### src/rtl/serial_pkg.sv
// Shared definitions for the serial transmitter and its matching receiver.
// Frame state encoding, idle line level and counter sizing helper.
package serial_pkg;

  typedef enum logic [1:0] {
    IDLE,
    START,
    DATA,
    STOP
  } tx_state_e;

  localparam logic LINE_IDLE = 1'b1;

  function automatic int cnt_w(input int n);
    return (n > 1) ? $clog2(n) : 1;
  endfunction

endpackage

### src/rtl/serial_tx_bit_timer.sv
// Bit-period timer: one-cycle tick every CLKS_PER_BIT enabled cycles.
// Cleared on reset or at frame start so every bit period is exact.
module bit_timer
  import serial_pkg::*;
#(
  parameter int CLKS_PER_BIT = 4
) (
  input  logic clk,
  input  logic rst,
  input  logic i_clr,
  input  logic i_en,
  output logic o_tick
);

  localparam int CW = cnt_w(CLKS_PER_BIT);
  localparam logic [CW-1:0] LAST = CW'(CLKS_PER_BIT - 1);

  logic [CW-1:0] r_cnt;

  assign o_tick = i_en && (r_cnt == LAST);

  always_ff @(posedge clk) begin
    if (rst || i_clr) begin
      r_cnt <= '0;
    end else if (o_tick) begin
      r_cnt <= '0;
    end else if (i_en) begin
      r_cnt <= r_cnt + CW'(1);
    end
  end

endmodule

### src/rtl/serial_tx.sv
// Serial transmitter: start bit, DATA_W bits LSB first, stop bit.
// All outputs registered; tx_ready decodes the state register only.
module serial_tx
  import serial_pkg::*;
#(
  parameter int CLKS_PER_BIT = 4,
  parameter int DATA_W       = 8
) (
  input  logic              clk,
  input  logic              rst,
  input  logic [DATA_W-1:0] tx_data,
  input  logic              tx_valid,
  output logic              tx_ready,
  output logic              tx_out,
  output logic              busy
);

  localparam int IW = cnt_w(DATA_W);
  localparam logic [IW-1:0] LAST_BIT = IW'(DATA_W - 1);

  tx_state_e         r_state;
  logic [DATA_W-1:0] r_shift;
  logic [IW-1:0]     r_idx;
  logic              r_out;
  logic              r_busy;

  logic              w_accept;
  logic              w_tick;
  logic [DATA_W-1:0] w_next;

  assign tx_ready = (r_state == IDLE);
  assign tx_out   = r_out;
  assign busy     = r_busy;
  assign w_accept = tx_valid && tx_ready;
  assign w_next   = r_shift >> 1;

  bit_timer #(
    .CLKS_PER_BIT(CLKS_PER_BIT)
  ) u_timer (
    .clk   (clk),
    .rst   (rst),
    .i_clr (w_accept),
    .i_en  (r_busy),
    .o_tick(w_tick)
  );

  always_ff @(posedge clk) begin
    if (rst) begin
      r_state <= IDLE;
      r_shift <= '0;
      r_idx   <= '0;
      r_out   <= LINE_IDLE;
      r_busy  <= 1'b0;
    end else begin
      unique case (r_state)
        IDLE: begin
          if (tx_valid) begin
            r_shift <= tx_data;
            r_idx   <= '0;
            r_out   <= ~LINE_IDLE;
            r_busy  <= 1'b1;
            r_state <= START;
          end
        end
        START: begin
          if (w_tick) begin
            r_out   <= r_shift[0];
            r_state <= DATA;
          end
        end
        DATA: begin
          if (w_tick) begin
            if (r_idx == LAST_BIT) begin
              r_out   <= LINE_IDLE;
              r_state <= STOP;
            end else begin
              r_idx   <= r_idx + IW'(1);
              r_shift <= w_next;
              r_out   <= w_next[0];
            end
          end
        end
        STOP: begin
          if (w_tick) begin
            r_busy  <= 1'b0;
            r_state <= IDLE;
          end
        end
        default: r_state <= IDLE;
      endcase
    end
  end

endmodule

### config.mk
export PLATFORM = sky130hd
export DESIGN_NAME = serial_tx
export DESIGN_NICKNAME = d
export VERILOG_FILES = /design/src/rtl/serial_pkg.sv /design/src/rtl/serial_tx_bit_timer.sv /design/src/rtl/serial_tx.sv
export SDC_FILE = /design/constraint.sdc
export NUM_CORES = 1
export LEC_CHECK = 0
export BUFFER_PORTS_ARGS = -buffer_cell sky130_fd_sc_hd__buf_2
export CORE_ASPECT_RATIO = 0.8
export CORE_MARGIN = 5
export CORE_UTILIZATION = 60
export CTS_CLUSTER_DIAMETER = 150
export DETAILED_ROUTE_END_ITERATION = 10
export PLACE_DENSITY = 0.91
export SLEW_MARGIN = 20
export SYNTH_ARGS = -nofsm -noshare
export SYNTH_HDL_FRONTEND = slang
export SYNTH_SLANG_ARGS = --single-unit
### constraint.sdc
create_clock -name clk -period 3.9 [get_ports clk]
set_input_delay 0.39 -clock clk [delete_from_list [all_inputs] [get_ports clk]]
set_output_delay 0.39 -clock clk [all_outputs]
set_load 0.01 [all_outputs]
==> results of run 1 <==
[power by group]
| part | switching [mW] | total (mW) | internal (mW) |
|---|---|---|---|
| clock network | 0.0567 | 0.0949 | 0.0382 |
| registers | 0.0415 | 0.274 | 0.233 |
| logic | 0.217 | 0.458 | 0.241 |
| total | 0.315 | 0.827 | 0.512 |
[flip-flops by register name, indices dropped and copies added, names as in the netlist]
signal and cells:
r_shift 8, u_timer.r_cnt 2, r_state 2, busy 1, tx_out 1, r_idx 3
[placed cells by master, fill, tap and decap left out, drive strengths merged]
master   instances
and2             1
nand3b           2
nor3             2
nor4             1
o41ai            1
nor2            10
nor3b            1
nor2b            8
a2111oi          1
ha               8
nand2            2
dfxtp           17
a311oi           1
inv              4
o21bai           1
or3b             1
a21boi           1
or4              2
nand3            1
mux2i           13
o211a            1
a21o             1
nand2b           7
clkinv           1
buf             13
mux2             7
and2b            1
a2bb2oi          1
clkbuf           3
or2              1
a21oi            5
o21ai            1
[routing by layer]
layer	track usage [%]	wire length (µm)	vias to the layer above
li1	-	-	400
met5	0	0	-
met1	17.4	881	354
met2	29.7	973	8
met3	5.66	67	0
met4	2.78	0	0
[cells by family (layout without fill, tap and decap cells)]
family / count (synthesis) / after routing / share of synthesized area, %
fa+ha+maj: 8 / 8 / 9.26
buf+inv: 10 / 21 / 4.28
compound gates: 14 / 14 / 10.6
flops: 17 / 17 / 31.5
simple gates: 40 / 40 / 22.9
mux: 20 / 20 / 21.4
[area by class of cell]
cell class	count	area, µm²	area share, %
multi-input combinational	82	694	59.4
sequential	17	340	29.1
timing repair buffer	13	65.1	5.56
tap	22	27.5	2.35
clock buffer	3	22.5	1.93
inverter	4	15.0	1.28
clock inverter	1	5.00	0.428
[worst max-delay path: stages, from the launching register on]
cell and delay, ps:
dfxtp_1 390, inv_1 100, ha_1 450, a21boi_4 260, or4_4 610, mux2_4 320
[worst max path at each step]
| stage | from | end | slack (ps) | cells after the start |
|---|---|---|---|---|
| floorplan | r_state[0] | r_shift[0] | 1880 | 6 |
| global placement | r_state[0] | r_shift[0] | 1740 | 5 |
| detailed placement | r_state[0] | r_shift[1] | 1660 | 5 |
| CTS | r_state[0] | r_shift[5] | 1640 | 5 |
| global route | r_state[0] | r_shift[2] | 1560 | 5 |
| finish | r_state[0] | r_shift[5] | 1660 | 5 |
[through the flow]
step / utilization [%] / setup WS [ps] / hold WS [ps] / instance area, µm²
CTS: 69.8 / 1640 / 403 / 1170
global route: 69.8 / 1560 / 412 / 1170
floorplan: - / 1880 / 441 / 1080
finish: 69.8 / 1660 / 418 / 1170
global placement: 68.2 / 1740 / 450 / 1140
detailed placement: 68.2 / 1660 / 465 / 1140
==> results.md, run 1 <==
- Tot Pwr: 0.827 mW
- Async S/R FF share, synth: 0%
- Critical path required time: 4090 ps
- Clock tree from TritonCTS: built
- Post-cts sizing count: 0
- Min Tclk post-route: 2240 ps
- Reg2Reg Setup Slack: 1660 ps
- Worst R2R Start: r_state[0]
- Setup TNS: 0 ps
- DRC: 0
- Vias per cell: 5.37
- P_leak: 0.518 nW
- Layout cell share with drive strength beyond 1: 25.8%
- Vias in the first global route: 760
- Die ar.: 2760 µm²
- Cell count after placement: 138
- Cell Area, Synth: 1080 µm²
- Buffers on Ports: 13
- Endpoint class of the critical path: flop
- Pins over their slew limit: 0
- Clk pin slew, worst setup/hold paths: 100 ps
- Detailed-placement wirelength estimate: 1.46 mm
- Min-Delay Startpoint: tx_valid
- Number of synthesized flops with an enable pin: 0
- ANT cells: 0
- DR WL/cell: 13.5 µm
- Drt pass-1 iters: 4
- Fillers: 127
- Synth area leaders: dfxtp_1 31%, mux2i_1 12%, ha_1 9.3%
- RSZ-0062 raised after global routing: no
- Synth warn: 0
- Final setup fails: 0
- Largest net degree at the start of global routing: 30
- Hold-fix buffers at CTS: 0
- Worst hold path cell count: 3
- Final wirelength: 1.92 mm
- Commonest cells in the netlist: 17 x dfxtp_1, 13 x mux2i_1, 10 x nor2_1
- Vias: 762
- Total CTS buffers: 3
- Clk sinks: 17
- Syn_area_per_cell: 9.92 µm²
- Crit path max fanout: 16
- Die height: 48.0 µm
- # rows: 13
- Syn Nets: 128
- Core Box Area: 1680 µm²
- Root Buffer: clkbuf_4
- Cells after Synth: 109
- Initial antenna violation count: 0
- Top_reg_cell synth: dfxtp_1
- Max_cap viols: 0
- HP Class: input pin to flop
- Area fraction of the dominant cell type after synthesis: 31.5%
- Die width: 57.5 µm
- Clock latency at the later pin of the worst-skew pair: 290 ps
- Cell depth of the worst flop-to-flop path: 5
- Worst vdd ir: 0.000457 V
- Total global-route track usage: 15.6%
- Critical Path Start Type: flop
- Worst Hold End: u_timer.r_cnt[0]
- Clock Tree Buf Depth: 2
- Sequential area share after synthesis: 31.5%
- Hold Fails Final Rpt: 0
- Kind of critical path: flop to flop
- H-tree depth: 1
- Area leader, netlist: dfxtp_1
- Routability cong.: 0.724
- FF+latch count, synth: 17
- CP Data Arrival Time: 2430 ps
- Io pins: 14
- Unique masters post-synth: 35
- Setup Skew: 0.410 ps
- Area Overhead vs Synth: 8.22%
- Fin nets: 140
- Fin cells: 142
- Pwr/cell area: 707 nW/µm²
- Status: finished clean
- DRT antenna net count: 0
- Tcrit/Tclk final: 57.4%
- R2R Path End: r_shift[5]
- Most common cell in the netlist: dfxtp_1
- Slew @ Worst Pin: 686 ps
- Initial Utilization: 64.5%
- FMAX: 447 MHz
- Starting DRT DRC Count: 12
- Global-route wire length before repair: 3.26 mm
- Setup bufs post-CTS: 0
- Slew Limit Headroom: 54.2%
- Remaining global-route overflow: 0
Note: power is estimated with default switching activity, not from simulation.
==> run 2: changes to the inputs <==
- CORE_UTILIZATION: 60 -> 56
- PLACE_DENSITY: 0.91 -> 0.87
- clock period: 3.9 -> 2.1 ns (I/O delays scaled with it)
==> results.md, run 2 (same netlist as run 1, synthesis figures left out) <==
- Status: finished clean (unchanged)
- Cell depth of the worst flop-to-flop path: 5 (unchanged)
- Total CTS buffers: 3 (unchanged)
- Routability cong.: 0.806 (was 0.724)
- Vias in the first global route: 774 (was 760)
- Clock Tree Buf Depth: 2 (unchanged)
- Final wirelength: 1.95 mm (was 1.92 mm)
- Slew Limit Headroom: 68.7% (was 54.2%)
- Commonest non-fill, non-tap cell in the layout: dfxtp_1 (unchanged)
- CP max stage cell: or4_4 (unchanged)
- Endpoint class of the critical path: flop (unchanged)
- RSZ-0062 raised after global routing: no (unchanged)
- Fillers: 184 (was 127)
- Tot Pwr: 1.58 mW (was 0.827 mW)
- Tcrit/Tclk final: 92.4% (was 57.4%)
- Root Buffer: clkbuf_4 (unchanged)
- Final setup fails: 0 (unchanged)
- Multi-input logic area: 694 µm² (unchanged)
- Critical Path Start Type: flop (unchanged)
- Max reg flops: 8 (unchanged)
- Remaining global-route overflow: 0 (unchanged)
- Starting DRT DRC Count: 9 (was 12)
- Setup bufs post-CTS: 0 (unchanged)
- Worst hold path cell count: 3 (unchanged)
- Reg2Reg Setup Slack: 160 ps (was 1660 ps)
- DR WL/cell: 13.3 µm (was 13.5 µm)
- H-tree depth: 1 (unchanged)
- Pwr/cell area: 1320 nW/µm² (was 707 nW/µm²)
- Die height: 49.3 µm (was 48.0 µm)
- Top metal layer carrying routed signals: met4 (was met3)
- Core Box Area: 1860 µm² (was 1680 µm²)
- Kind of critical path: flop to flop (unchanged)
- Clk pin slew, worst setup/hold paths: 100 ps (about the same)
- DRT antenna net count: 0 (unchanged)
- Pins over their slew limit: 0 (unchanged)
- DRC: 0 (unchanged)
- Commonest non-fill, non-tap cells in the layout: 17 x dfxtp_1, 13 x mux2i_1, 13 x buf_2 (unchanged)
- Io pins: 14 (unchanged)
- HP Class: input pin to flop (unchanged)
- Slew @ Worst Pin: 469 ps (was 686 ps)
- Critical path required time: 2290 ps (was 4090 ps)
- Crit-path max cell delay: 510 ps (was 610 ps)
- Layout cell share with drive strength beyond 1: 27.6% (was 25.8%)
- Vias: 807 (was 762)
- Worst vdd ir: 0.000895 V (was 0.000457 V)
- Initial antenna violation count: 0 (unchanged)
- Area Overhead vs Synth: 10.5% (was 8.22%)
- Vias per cell: 5.49 (was 5.37)
- Largest net degree at the start of global routing: 30 (unchanged)
- Clock latency at the later pin of the worst-skew pair: 290 ps (about the same)
- FMAX: 516 MHz (was 447 MHz)
- Drt pass-1 iters: 4 (unchanged)
- ANT cells: 0 (unchanged)
- Hold Fails Final Rpt: 0 (unchanged)
- Buffers on Ports: 13 (unchanged)
- Fin nets: 143 (was 140)
- Worst path cell trace: ha_1 -> ha_1 -> and2_1 -> or4_4 -> mux2_4 (was inv_1 -> ha_1 -> a21boi_4 -> or4_4 -> mux2_4)
- Setup Skew: 1.55 ps (was 0.410 ps)
- Cell mode on critical path: ha_1
- Hold-fix buffers at CTS: 0 (unchanged)
- Die ar.: 2910 µm² (was 2760 µm²)
- P_leak: 0.533 nW (was 0.518 nW)
- Register area: 340 µm² (unchanged)
- Post-cts sizing count: 0 (unchanged)
- Detailed-placement wirelength estimate: 1.53 mm (was 1.46 mm)
- Crit path max fanout: 6 (was 16)
- Met3 wire length: 77 µm (was 67 µm)
- Clock tree from TritonCTS: built (unchanged)
- CP Data Arrival Time: 2130 ps (was 2430 ps)
- Worst Hold End: u_timer.r_cnt[0] (unchanged)
- Min-Delay Startpoint: tx_valid (unchanged)
- Setup TNS: 0 ps (unchanged)
- Clk sinks: 17 (unchanged)
- Met2 wire len: 967 µm (was 973 µm)
- Die width: 59.1 µm (was 57.5 µm)
- Critical Path Source: r_idx[0] (was r_state[0])
- Global-route wire length before repair: 3.46 mm (was 3.26 mm)
- # rows: 14 (was 13)
- R2R Path End: r_shift[0] (was r_shift[5])
- Max_cap viols: 0 (unchanged)
- Initial Utilization: 58.2% (was 64.5%)
- Min Tclk post-route: 1940 ps (was 2240 ps)
- Top reg by flops: r_shift (unchanged)
- Metal1 wirelength: 885 µm (was 881 µm)
- Worst R2R Start: r_idx[0] (was r_state[0])
- Biggest regs: r_shift: 8 flops, r_idx: 3 flops (unchanged)
- Total global-route track usage: 15.4% (was 15.6%)
==> run 2: cell types whose count changed in the layout (fill, tap and decap cells not counted) <==
| cell | before | now |
|---|---|---|
| buf_4 | 0 | 3 |
==> run 2: cell type report <==
class / count / share of cell area [%]
Multi-Input combinational cell: 82 / 58.1
Sequential cell: 17 / 28.5
Timing Repair Buffer: 16 / 7.33
Tap cell: 24 / 2.51
Clock buffer: 3 / 1.88
Inverter: 4 / 1.26
Clock inverter: 1 / 0.419
==> run 2: critical path: cells and delay by family (launching register included) <==
| kind | cells | cell delay, ps |
|---|---|---|
| adders and majority gates | 2 | 430 |
| and+or+nand+nor | 2 | 740 |
| DFF | 1 | 340 |
| muxes | 1 | 320 |
==> run 2: per-layer routing <==
metal / vias up / global-route usage, %
met3: 4 / 4.76
met2: 16 / 24.6
met1: 380 / 19.6
li1: 407 / -
met5: - / 0
met4: 0 / 4.53
==> run 2: per-stage QoR <==
step | hold slack, ps | util, % | area (µm²) | cells | worst slack [ps]
6_report | 236 | 64.4 | 1190 | 147 | 160
3_3_place_gp | 449 | 62.9 | 1170 | 143 | 216
2_1_floorplan | 403 | - | 1080 | 109 | 82.4
5_1_grt | 241 | 64.4 | 1190 | 147 | 75.9
3_5_place_dp | 472 | 62.9 | 1170 | 143 | 165
4_1_cts | 226 | 64.4 | 1190 | 147 | 153
==> run 2: how the worst max path moves through the flow <==
| stage | endpoint | cells past startpoint | slack [ps] |
|---|---|---|---|
| after floorplan | r_shift[0] | 6 | 80 |
| after global placement | r_shift[4] | 5 | 220 |
| after detailed placement | r_shift[0] | 5 | 170 |
| after CTS | r_shift[0] | 5 | 150 |
| after global routing | r_shift[4] | 5 | 80 |
| final | r_shift[0] | 5 | 160 |
==> run 2: where the power goes <==
group	switching [mW]	internal [mW]
Sequential	0.0785	0.432
Clock	0.101	0.0708
Combinational	0.409	0.486
==> run 3: changes to the inputs <==
- BUFFER_PORTS_ARGS: -buffer_cell sky130_fd_sc_hd__buf_2 -> default
- CORE_UTILIZATION: 56 -> 61
- DONT_BUFFER_PORTS: default -> 1
- PLACE_DENSITY: 0.87 -> 0.86
==> results.md, run 3 (same netlist as run 1, synthesis figures left out) <==
- Fin nets: 133 (was 143)
- Slew Limit Headroom: 65.7% (was 68.7%)
- Pins over their slew limit: 0 (unchanged)
- Initial Utilization: 65.2% (was 58.2%)
- Setup Skew: 3.48 ps (was 1.55 ps)
- Clk sinks: 17 (unchanged)
- Hold WS: 94.4 ps (was 236 ps)
- Drt pass-1 iters: 4 (unchanged)
- Layout cell share with drive strength beyond 1: 19.5% (was 27.6%)
- Min-Delay Startpoint: rst (was tx_valid)
- Setup TNS: 0 ps (unchanged)
- Cell depth of the worst flop-to-flop path: 5 (unchanged)
- Crit path max fanout: 7 (was 6)
- # rows: 13 (was 14)
- Initial antenna violation count: 0 (unchanged)
- Worst Hold End: u_timer.r_cnt[1] (was u_timer.r_cnt[0])
- Total CTS buffers: 3 (unchanged)
- Tcrit/Tclk final: 95.7% (was 92.4%)
- Reg2Reg Setup Slack: 90 ps (was 160 ps)
- P_leak: 0.495 nW (was 0.533 nW)
- Commonest non-fill, non-tap cell in the layout: dfxtp_1 (unchanged)
- Fillers: 130 (was 184)
- DRC: 0 (unchanged)
- Die width: 57.1 µm (was 59.1 µm)
- Vias: 772 (was 807)
- Remaining global-route overflow: 0 (unchanged)
- Die ar.: 2720 µm² (was 2910 µm²)
- Register area: 340 µm² (unchanged)
- Max reg flops: 8 (unchanged)
- Max_cap viols: 0 (unchanged)
- Final worst setup slack: 90.0 ps (was 160 ps)
- P_int: 0.988 mW (was 0.989 mW)
- Gate power share: 57.5% (was 56.7%)
- Clock Power Share: 10.7% (was 10.9%)
- Multi-input logic area: 694 µm² (unchanged)
- DRT antenna net count: 0 (unchanged)
- Post-Layout Inst Area: 1150 µm² (was 1190 µm²)
- RSZ-0062 raised after global routing: no (unchanged)
- Largest net degree at the start of global routing: 29 (was 30)
- CP Data Arrival Time: 2180 ps (was 2130 ps)
- Sequential power share: 31.7% (was 32.4%)
- Worst vdd ir: 0.00115 V (was 0.000895 V)
- R2R Path End: r_shift[1] (was r_shift[0])
- Pwr/cell area: 1370 nW/µm² (was 1320 nW/µm²)
- Starting DRT DRC Count: 7 (was 9)
- Placed instance area: 1110 µm² (was 1170 µm²)
- Kind of critical path: flop to flop (unchanged)
- Detailed-placement wirelength estimate: 1.58 mm (was 1.53 mm)
- Worst hold path cell count: 2 (was 3)
- Slew @ Worst Pin: 514 ps (was 469 ps)
- Area Overhead vs Synth: 6.48% (was 10.5%)
- Endpoint class of the critical path: flop (unchanged)
- Clock tree from TritonCTS: built (unchanged)
- Critical Path Start Type: flop (unchanged)
- Finished Core Util: 69.4% (was 64.4%)
- Setup bufs post-CTS: 0 (unchanged)
- Root Buffer: clkbuf_4 (unchanged)
- Post-cts sizing count: 0 (unchanged)
- Pre-CTS setup slack: 139 ps (was 165 ps)
- Core Box Area: 1660 µm² (was 1860 µm²)
- Final setup fails: 0 (unchanged)
- Total global-route track usage: 18.2% (was 15.4%)
- Hold Fails Final Rpt: 0 (unchanged)
- Worst R2R Start: r_state[0] (was r_idx[0])
- Top reg by flops: r_shift (unchanged)
- Global-route wire length before repair: 3.70 mm (was 3.46 mm)
- Min Tclk post-route: 2010 ps (was 1940 ps)
- Routability cong.: 0.871 (was 0.806)
- Die height: 47.7 µm (was 49.3 µm)
- Commonest non-fill, non-tap cells in the layout: 17 x dfxtp_1, 13 x mux2i_1, 10 x nor2_1 (was 17 x dfxtp_1, 13 x mux2i_1, 13 x buf_2)
- Clock latency at the later pin of the worst-skew pair: 280 ps (was 290 ps)
- HP Class: input pin to flop (unchanged)
- Clk pin slew, worst setup/hold paths: 90 ps (was 100 ps)
- Switching part of the total power: 37.5% (was 37.3%)
- Vias per cell: 5.72 (was 5.49)
- Critical path required time: 2270 ps (was 2290 ps)
- Biggest regs: r_shift: 8 flops, r_idx: 3 flops (unchanged)
- DR WL/cell: 15.6 µm (was 13.3 µm)
- FMAX: 498 MHz (was 516 MHz)
- Vias in the first global route: 836 (was 774)
- Buffers on Ports: 0 (was 13)
- Status: finished clean (unchanged)
- NetSw: 0.592 mW (was 0.589 mW)
- Io pins: 14 (unchanged)
- Clock Tree Buf Depth: 2 (unchanged)
- H-tree depth: 1 (unchanged)
- Final wirelength: 2.11 mm (was 1.95 mm)
- ANT cells: 0 (unchanged)
run 3: changes by cell type in the layout (fill, tap and decap cells not counted), sizes merged:
cell,previous run,this run
clkbuf,3,4
clkinv,1,0
dlygate4sd3,0,1
buf,16,5
run 3: per-layer routing:
layer  up-vias  share of wire [%]  wire length, µm  global-route usage [%]
met5         -                  0                0                       0
met4         0                3.0               64                    11.1
met3         6                2.8               60                    5.12
met2        15                 50             1070                    32.6
met1       366                 44              921                    19.9
li1        385                  -                -                       -
run 3: how the worst max path moves through the flow:
stage / from / end / slack [ps]
2_1_floorplan: r_state[0] / r_shift[0] / 80
3_3_place_gp: r_state[0] / r_shift[4] / 220
3_5_place_dp: r_state[0] / r_shift[1] / 140
4_1_cts: r_state[0] / r_shift[1] / 110
5_1_grt: r_state[0] / r_shift[1] / 30
6_report: r_state[0] / r_shift[1] / 90
run 3: repair_timing:
item	4_1_cts	5_1_grt
hold buffers	1	0
hold endpoints to repair	2	0
setup endpoints to repair	0	0
run 3: critical path, cell delays in order, from the launching register on:
cell     delay [ps]
dfxtp_1         400
inv_1           100
ha_1            230
and2b_4         210
or4_4           620
mux2_4          330
run 3: layout make-up:
class | instances | share of cell area (%)
clock buffers | 4 | 2.28
inverters | 4 | 1.30
multi-input cells | 82 | 60.3
flip-flops and latches | 17 | 29.6
well taps | 22 | 2.39
repair buffers | 6 | 4.13
run 3: stage by stage:
stage / instances / power, mW
4_1_cts: 135 / 1.58
3_3_place_gp: 130 / 1.36
5_1_grt: 135 / 1.68
6_report: 135 / 1.58
2_1_floorplan: 109 / 1.25
3_5_place_dp: 130 / 1.41
run 3: power by group through the flow:
stage | clock (mW) | sequential, mW | combinational, mW
2_1_floorplan | 0 | 0.501 | 0.746
3_3_place_gp | 0 | 0.499 | 0.866
3_5_place_dp | 0 | 0.507 | 0.899
4_1_cts | 0.172 | 0.501 | 0.911
5_1_grt | 0.188 | 0.515 | 0.981
6_report | 0.170 | 0.501 | 0.909
